<file path="config.mk">
export PLATFORM = sky130hd
export DESIGN_NAME = qkv_fetch_scheduler
export DESIGN_NICKNAME = d
export VERILOG_FILES = /design/src/rtl/bert_fetch_pkg.sv /design/src/rtl/qkv_fetch_scheduler.sv
export SDC_FILE = /design/constraint.sdc
export NUM_CORES = 1
export LEC_CHECK = 0
export ABC_AREA = 0
export CORE_MARGIN = 2
export CORE_UTILIZATION = 50
export CTS_BUF_LIST = sky130_fd_sc_hd__clkbuf_4 sky130_fd_sc_hd__clkbuf_8
export DETAILED_ROUTE_END_ITERATION = 8
export MAX_ROUTING_LAYER = met4
export PLACE_DENSITY = 0.74
export SLEW_MARGIN = 0
export SYNTH_ARGS = -nofsm -noshare
export SYNTH_HDL_FRONTEND = slang
export SYNTH_SLANG_ARGS = --single-unit
</file>
<file path="constraint.sdc">
create_clock -name clk -period 1.7 [get_ports clk]
set_input_delay 0.51 -clock clk [delete_from_list [all_inputs] [get_ports clk]]
set_output_delay 0.51 -clock clk [all_outputs]
set_load 0.05 [all_outputs]
</file>
<file path="src/rtl/bert_fetch_pkg.sv">
// bert_fetch_pkg
// Shared constants for the Q/K/V fetch path: buffer-select codes, tiling
// encodings, the scheduler FSM state type and the step -> (select, tiling)
// mapping, so read-side and write-side controllers agree on encodings.
package bert_fetch_pkg;

  localparam logic [2:0] SEL_K    = 3'b100;
  localparam logic [2:0] SEL_Q    = 3'b011;
  localparam logic [2:0] SEL_V    = 3'b101;

  localparam logic       TILE_32  = 1'b1;
  localparam logic       TILE_512 = 1'b0;

  typedef enum logic [2:0] {
    ST_IDLE,
    ST_SETUP,
    ST_ISSUE,
    ST_WAIT_DONE,
    ST_DONE
  } fetch_state_e;

  // Even steps below the last fetch K, odd steps fetch Q, the last step fetches V.
  function automatic logic [2:0] step_sel(input int unsigned step, input int unsigned last);
    if (step == last)         return SEL_V;
    else if ((step % 2) != 0) return SEL_Q;
    else                      return SEL_K;
  endfunction

  function automatic logic step_tiles(input int unsigned step, input int unsigned last);
    if (step != last && (step % 2) == 0) return TILE_32;
    else                                 return TILE_512;
  endfunction

endpackage

</file>
<file path="src/rtl/qkv_fetch_scheduler.sv">
// qkv_fetch_scheduler
// Sequences the Q/K/V fetch engine for one attention pass: K(32) -> Q(512)
// repeated NUM_PASSES times, then V(512). Each fetch is preceded by a setup
// window holding select/tiling stable, gated on consumer readiness and engine
// idleness, and watchdogged while outstanding.
// Ports:
//   clk, rst            clock, asynchronous active-high reset
//   sched_start         begin a sequence (only honoured when idle)
//   sched_abort         abandon the sequence, return to idle
//   sa_ready            consumer can accept a new tile stream
//   fetch_done          engine completion (rising edge counts)
//   fetch_busy          engine busy
//   start_fetch         one-cycle fetch launch pulse
//   Buffer_Select       K/Q/V buffer select code
//   Tiles_Control       1 = tiling 32, 0 = tiling 512
//   reset_addr_counter  held during setup of step 0 and of the V step
//   sched_busy          sequence in progress
//   sched_done          one-cycle pulse after V completes
//   sched_error         sticky watchdog flag
//   step_idx            current fetch index
module qkv_fetch_scheduler
  import bert_fetch_pkg::*;
#(
  parameter int unsigned NUM_PASSES     = 2,
  parameter int unsigned SETUP_CYCLES   = 2,
  parameter int unsigned TIMEOUT_CYCLES = 262143,
  localparam int unsigned STEP_W        = $clog2(2 * NUM_PASSES + 1)
) (
  input  logic              clk,
  input  logic              rst,
  input  logic              sched_start,
  input  logic              sched_abort,
  input  logic              sa_ready,
  input  logic              fetch_done,
  input  logic              fetch_busy,
  output logic              start_fetch,
  output logic [2:0]        Buffer_Select,
  output logic              Tiles_Control,
  output logic              reset_addr_counter,
  output logic              sched_busy,
  output logic              sched_done,
  output logic              sched_error,
  output logic [STEP_W-1:0] step_idx
);

  localparam int unsigned LAST_STEP = 2 * NUM_PASSES;
  localparam int unsigned SETUP_W   = $clog2(SETUP_CYCLES + 1);
  localparam int unsigned WD_W      = (TIMEOUT_CYCLES < 2) ? 1 : $clog2(TIMEOUT_CYCLES + 1);
  localparam int unsigned WD_LIMIT  = (TIMEOUT_CYCLES == 0) ? 0 : TIMEOUT_CYCLES - 1;

  localparam logic [STEP_W-1:0]  LAST_IDX  = STEP_W'(LAST_STEP);
  localparam logic [SETUP_W-1:0] SETUP_END = SETUP_W'(SETUP_CYCLES - 1);
  localparam logic [WD_W-1:0]    WD_END    = WD_W'(WD_LIMIT);

  fetch_state_e        state_q, state_d;
  logic [STEP_W-1:0]   step_q, step_d;
  logic [SETUP_W-1:0]  setup_cnt_q, setup_cnt_d;
  logic [WD_W-1:0]     wd_cnt_q, wd_cnt_d;
  logic                err_q, err_d;
  logic                fetch_done_q, fetch_done_d;
  logic                start_fetch_q, start_fetch_d;
  logic [2:0]          sel_q, sel_d;
  logic                tiles_q, tiles_d;
  logic                rac_q, rac_d;
  logic                busy_q, busy_d;
  logic                done_q, done_d;
  logic                issue;
  logic                done_rise;
  logic                timeout;

  assign done_rise = fetch_done && !fetch_done_q;
  assign timeout   = (TIMEOUT_CYCLES != 0) && (wd_cnt_q == WD_END);

  always_ff @(posedge clk or posedge rst) begin
    if (rst) begin
      state_q       <= ST_IDLE;
      step_q        <= '0;
      setup_cnt_q   <= '0;
      wd_cnt_q      <= '0;
      err_q         <= 1'b0;
      fetch_done_q  <= 1'b0;
      start_fetch_q <= 1'b0;
      sel_q         <= '0;
      tiles_q       <= 1'b0;
      rac_q         <= 1'b0;
      busy_q        <= 1'b0;
      done_q        <= 1'b0;
    end else begin
      state_q       <= state_d;
      step_q        <= step_d;
      setup_cnt_q   <= setup_cnt_d;
      wd_cnt_q      <= wd_cnt_d;
      err_q         <= err_d;
      fetch_done_q  <= fetch_done_d;
      start_fetch_q <= start_fetch_d;
      sel_q         <= sel_d;
      tiles_q       <= tiles_d;
      rac_q         <= rac_d;
      busy_q        <= busy_d;
      done_q        <= done_d;
    end
  end

  // The issue decision is taken on the last SETUP cycle as well as in ISSUE,
  // so the registered start_fetch lands exactly SETUP_CYCLES after setup began;
  // ISSUE is only occupied while the launch is stalled.
  always_comb begin
    state_d      = state_q;
    step_d       = step_q;
    setup_cnt_d  = setup_cnt_q;
    wd_cnt_d     = wd_cnt_q;
    err_d        = err_q;
    fetch_done_d = fetch_done;
    issue        = 1'b0;
    unique case (state_q)
      ST_IDLE: begin
        if (sched_start) begin
          state_d     = ST_SETUP;
          step_d      = '0;
          setup_cnt_d = '0;
          err_d       = 1'b0;
        end
      end
      ST_SETUP, ST_ISSUE: begin
        if (state_q == ST_ISSUE || setup_cnt_q == SETUP_END) begin
          if (sa_ready && !fetch_busy) begin
            issue    = 1'b1;
            state_d  = ST_WAIT_DONE;
            wd_cnt_d = '0;
          end else begin
            state_d = ST_ISSUE;
          end
        end else begin
          setup_cnt_d = setup_cnt_q + 1'b1;
        end
      end
      ST_WAIT_DONE: begin
        wd_cnt_d = wd_cnt_q + 1'b1;
        if (done_rise) begin
          if (step_q == LAST_IDX) begin
            state_d = ST_DONE;
          end else begin
            state_d     = ST_SETUP;
            step_d      = step_q + 1'b1;
            setup_cnt_d = '0;
          end
        end else if (timeout) begin
          err_d   = 1'b1;
          state_d = ST_IDLE;
        end
      end
      ST_DONE: state_d = ST_IDLE;
      default: state_d = ST_IDLE;
    endcase
    // Abort overrides everything and leaves step, counters and error untouched.
    if (sched_abort) begin
      state_d     = ST_IDLE;
      step_d      = step_q;
      setup_cnt_d = setup_cnt_q;
      wd_cnt_d    = wd_cnt_q;
      err_d       = err_q;
      issue       = 1'b0;
    end
  end

  // Outputs are registered from the next state so they align with it.
  always_comb begin
    start_fetch_d = issue;
    busy_d        = (state_d != ST_IDLE);
    done_d        = (state_d == ST_DONE);
    rac_d         = (state_d == ST_SETUP) && (step_d == '0 || step_d == LAST_IDX);
    sel_d         = sel_q;
    tiles_d       = tiles_q;
    if (state_d == ST_SETUP) begin
      sel_d   = step_sel(32'(step_d), LAST_STEP);
      tiles_d = step_tiles(32'(step_d), LAST_STEP);
    end
  end

  assign start_fetch        = start_fetch_q;
  assign Buffer_Select      = sel_q;
  assign Tiles_Control      = tiles_q;
  assign reset_addr_counter = rac_q;
  assign sched_busy         = busy_q;
  assign sched_done         = done_q;
  assign sched_error        = err_q;
  assign step_idx           = step_q;

endmodule

</file>
## After elaboration in Yosys (flattened, before gate mapping)

Cells that the tools add are included.

| cells by class | value |
|---|---|
| add/subtract/negate cells | 3 |
| equal/unequal tests | 18 |
| muxes and demuxes | 32 |
| bitwise operators | 1 |
| reductions and logical operators | 19 |

Operator list:

| kind | number |
|---|---|
| $mux W18 | 2 |
| $mux W3 | 12 |
| $pmux W18 S2 | 1 |
| $logic_not A32 Y1 | 1 |
| $add A18 B1 Y18 const B | 1 |
| $eq A18 B18 Y1 const B | 1 |
| $ne A2 B2 Y1 const B | 8 |
| $eq A3 B3 Y1 const B | 3 |
| $mux W1 | 9 |
| $pmux W3 S3 | 1 |
| $mux W2 | 4 |
| $eq A3 B1 Y1 const B | 2 |
| $eq A3 B2 Y1 const B | 2 |
| $logic_not A3 Y1 | 2 |
| $pmux W2 S3 | 1 |
| $pmux W3 S2 | 1 |
| $reduce_and A6 Y1 | 1 |
| $reduce_bool A3 Y1 | 2 |
| $reduce_and A5 Y1 | 1 |
| $logic_and A1 B1 Y1 | 4 |
| $reduce_and A4 Y1 | 1 |
| $reduce_bool A2 Y1 | 2 |
| $add A3 B1 Y3 const B | 1 |
| $ne A3 B3 Y1 const B | 1 |
| 7 further kinds | 9 |

| word-level totals | value |
|---|---|
| flip-flop bits (word level) | 36 |
| input port bits | 7 |
| output and inout port bits | 12 |
| word-level logic and storage cells | 85 |

## Logic depth before layout (Yosys ltp)

| logic depth | value |
|---|---|
| depth in word-level cells | 8 |
| depth in mapped cells | 8 |
| depth with buffers taken out | 7 |

## Worst setup path after synthesis

OpenSTA, ideal clock, no wires.

| timing | value |
|---|---|
| path type | reg2reg |
| start point | register step_q[1], in the netlist step_idx[1] |
| end point | register setup_cnt_q[0] |
| setup time | 125 ps |
| data arrival time | 2004 ps |
| data required time | 1575 ps |
| setup slack | -428 ps |
| stages on the path, launching flop included | 8 |
| path buffers | 0 |
| clock period less this slack | 2128 ps |
| cell sequence | dfrtp_1 -> inv_1 -> ha_1 -> nand2_1 -> nand3_1 -> a31oi_1 -> nor2b_2 -> mux2_2 |

| between the ends | value |
|---|---|
| cells in the longest elaborated chain, start to end | 3 |

Ends and longest elaborated chain:

| element | RTL line | RTL |
|---|---|---|
| start: declaration | qkv_fetch_scheduler.sv:56 | `logic [STEP_W-1:0] step_q, step_d;` |
| start signal: assignment | qkv_fetch_scheduler.sv:90 | `step_q <= step_d;` |
| $eq A3 B3 Y1 | qkv_fetch_scheduler.sv:140 | `if (step_q == LAST_IDX) begin` |
| $ne A2 B2 Y1 (no line) | - |  |
| $reduce_and A6 Y1 (no line) | - |  |
| end signal: assignment | qkv_fetch_scheduler.sv:91 | `setup_cnt_q <= setup_cnt_d;` |
| end: declaration | qkv_fetch_scheduler.sv:57 | `logic [SETUP_W-1:0] setup_cnt_q, setup_cnt_d;` |

Every way passes these cells.
A chain may end at the register's enable or synchronous reset.

## Worst setup path after layout

| timing | value |
|---|---|
| start point | register state_q[1] |
| end point | register sel_q[1], in the netlist Buffer_Select[1] |

| between the ends | value |
|---|---|
| elaborated cells between the ends (all ways) | 18 |
| classes of those cells | eq/ne (5); mux (10); reduce/logical (3) |

RTL lines:

| element | RTL line | RTL |
|---|---|---|
| start: declaration | qkv_fetch_scheduler.sv:55 | `fetch_state_e state_q, state_d;` |
| start signal: assignment | qkv_fetch_scheduler.sv:89 | `state_q <= state_d;` |
| $eq A3 B2 Y1 or $logic_not A3 Y1 (tied branches) | qkv_fetch_scheduler.sv:115 | `unique case (state_q)` |
| $pmux W3 S2 * | qkv_fetch_scheduler.sv:115 |  |
| $mux W3 * | qkv_fetch_scheduler.sv:156 | `if (sched_abort) begin` |
| net step_d[0] | qkv_fetch_scheduler.sv:56 |  |
| $eq A3 B3 Y1 or $mux W3 (tied branches) | bert_fetch_pkg.sv:24, bert_fetch_pkg.sv:25 |  |
| $mux W3 * | bert_fetch_pkg.sv:24 | `if (step == last) return SEL_V;` |
| end signal: assignment | qkv_fetch_scheduler.sv:96 | `sel_q <= sel_d;` |
| end: declaration | qkv_fetch_scheduler.sv:62 | `logic [2:0] sel_q, sel_d;` |

The timed path passes the listed nets; every way through them passes the cells marked *.

==> results.cfg <==
[yosys]
synth-seq-area-share_pct = 46.69
netlist_instances = 199
ys_types = 54
ys.flop_type = dfrtp_1
synth_top_area_cell = dfrtp_1
syn_area_mm2 = 0.001929
synth_top_cell_area_share_pct = 46.69
async_reset_ff_share_pct = 100.0
synth.area.top_cells = dfrtp_1 (47%), o21ai_0 (6.2%), nand2_1 (3.5%)
ys_ff_latch = 36
yosysWarnings = 0
syn_area_per_cell_um2 = 9.695
synth_edf_count = 0
synth_nets = 211

[finish]
drive_above_1_share_pct = 53.71
diodes = 0
layout_common_cells = buf_4 (52), dfrtp_1 (31), nand2_1 (15)
fin_cells = 331
area_growth_syn_to_layout_pct = 66.41
finish.net_count = 295
final_common_cell = buf_4
fill_cells = 147

[job]
cap_violations = 0

[place]
place.gp.congestion = 0.8888
port-buffer-count = 18
dp_cells = 308
pre_cts_ws_ns = -0.5802
dp_hpwl_um = 3775

[setup_path]
path_max_fanout = 5
cp-end-kind = flop
crit_type = reg -> reg
r2r_start = state_q[1]
cp-start-kind = flop
ff2ff_setup_slack_ns = -0.27
crit_arrival_ns = 2.15
r2r-end = Buffer_Select[1]
rr_worst_depth = 7
cp-startpoint = state_q[1]
cp.required_ns = 1.88
critPathCapture = Buffer_Select[1]

[floorplanning]
die_height_um = 66.12
ios = 19
rows = 22
die-area_mm2 = 0.004372
die_width_um = 66.12
core_area_mm2 = 0.003689
initial_core_util_pct = 52.31

[drt]
detail_route.wl_per_cell_um = 24.36
totalWireLength_um = 8064
initialDrtViolationCount = 383
viasPerCell = 6.831
dr.pass1.iters = 6
num_vias = 2261
ant_nets = 0
remaining_drc_errors = 0

[global_route]
grt_pass1_vias = 2096
grt_max_degree = 37
grt_pass1_wl_um = 10290
grt_antenna_before_repair = 0
grt_overflow = 0
grt_use_total_pct = 33.25

[clock_tree]
clock_latency_ns = 0.30
cts_root_buf = clkbuf_8
cts_buffer_depth = 2
clock_sinks = 36
cts_tree = built
clkTransAtPathRegs_ns = 0.07
ctsHoldBuffers = 0
htree_levels = 2
numCtsBuffers = 5

[timing]
hold_violations = 0
setup_ws_ns = -0.2679
period_minus_slack_ns = 1.968
rsz0062_at_grt = true
slew_headroom_pct = 65.92
hold-worst-slack_ns = 0.5229
setup_viol_count_final = 19
max_freq_ghz = 0.5082
worst_slew_pin_slew_ns = 0.5073
fin_worst_skew_ns = 0.008680
slew_viol_final = 0
finalCritPeriodShare_pct = 115.8

[pwr]
finalPower_mw = 3.414
ir_drop_mv = 1.167
power.leakage_nw = 1.433
p_per_area_mw_per_mm2 = 1063

[outcome]
status = finished with violations
violations = negative setup slack

[min_path]
min_path_type = reg -> reg
[how the worst min path moves through the flow]
stage / start / end / cells past startpoint / slack (ns)
finish: wd_cnt_q[14] / wd_cnt_q[14] / 1 / 0.52
global route: wd_cnt_q[14] / wd_cnt_q[14] / 1 / 0.57
CTS: wd_cnt_q[2] / wd_cnt_q[2] / 1 / 0.53
detailed placement: wd_cnt_q[2] / wd_cnt_q[2] / 1 / 0.52
global placement: wd_cnt_q[14] / wd_cnt_q[14] / 1 / 0.49
floorplan: wd_cnt_q[14] / wd_cnt_q[14] / 1 / 0.47
[sequential cells by signal (all words and copies together), names as in the netlist, 2 cells and up]
signal / flops
Buffer_Select: 3
setup_cnt_q: 2
state_q: 3
step_idx: 3
wd_cnt_q: 18
[layout make-up]
class	count	area (µm²)	share of cell area [%]
Clock buffer	6	76.32	2.377
Timing Repair Buffer	84	850.8	26.50
Sequential cell	36	907.1	28.25
Clock inverter	1	5.005	0.1559
Multi-Input combinational cell	147	1277	39.79
Inverter	9	33.78	1.052
Tap cell	48	60.06	1.871
[report_power, final]
part / total [mW] / switching [mW] / internal [mW]
combinational: 1.67 / 0.832 / 0.834
clock: 0.610 / 0.315 / 0.295
sequential: 1.14 / 0.151 / 0.987
[critical path, cell delays in order (launching register included)]
cell,delay (ns)
dfrtp_2,0.45
buf_6,0.12
buf_6,0.08
and4bb_2,0.31
nand3_2,0.13
mux2i_2,0.21
nor3b_2,0.33
o21ba_2,0.22
[through the flow]
stage / util [%] / setup TNS [ns] / area (µm²)
after floorplan: - / -0.1764 / 1993
final: 87.04 / -2.723 / 3211
after detailed placement: 73.20 / -13.47 / 2700
after CTS: 81.38 / -0.9483 / 3002
after global routing: 87.04 / -3.504 / 3211
after global placement: 73.20 / -11.75 / 2700
[cells in the mapped netlist, types with 2 or more instances]
cell,number
dfrtp_1,36
o21ai_0,24
nand2_1,18
a21oi_1,9
inv_1,9
nor2_1,9
nand3_1,8
a31oi_1,6
o31ai_1,6
ha_1,5
nor3_1,5
nand4_1,4
nor2b_1,4
and3_1,3
buf_2,3
clkbuf_1,3
or4_1,3
and3b_1,2
buf_6,2
mux2_2,2
nand2b_1,2
o21bai_1,2
o22a_1,2
or3_1,2
[repair_timing]
item / in CTS / in global routing
pin swaps: 18 / 17
gates resized for setup: 39 / 52
setup buffers: 9 / 6
gates cloned: 1 / 1
endpoints found under the setup margin: 24 / 24
[layer usage]
layer	global-route usage [%]	share of wire (%)
met5	-	0
met4	19.13	6.7
met3	7.666	8.9
met2	56.63	50
met1	35.28	34
[cell families after synthesis]
family                     count (synthesis)  share of synthesized area (%)
DFF                                       36                          46.69
AOI/OAI and AO/OA                         60                          19.97
xor gates and xnor gates                   1                         0.4540
adders and majority gates                  5                          3.243
and+or+nand+nor                           76                          23.28
muxes                                      3                          1.686
buffers and inverters                     18                          4.669
Note: power is estimated with default switching activity, not from simulation.
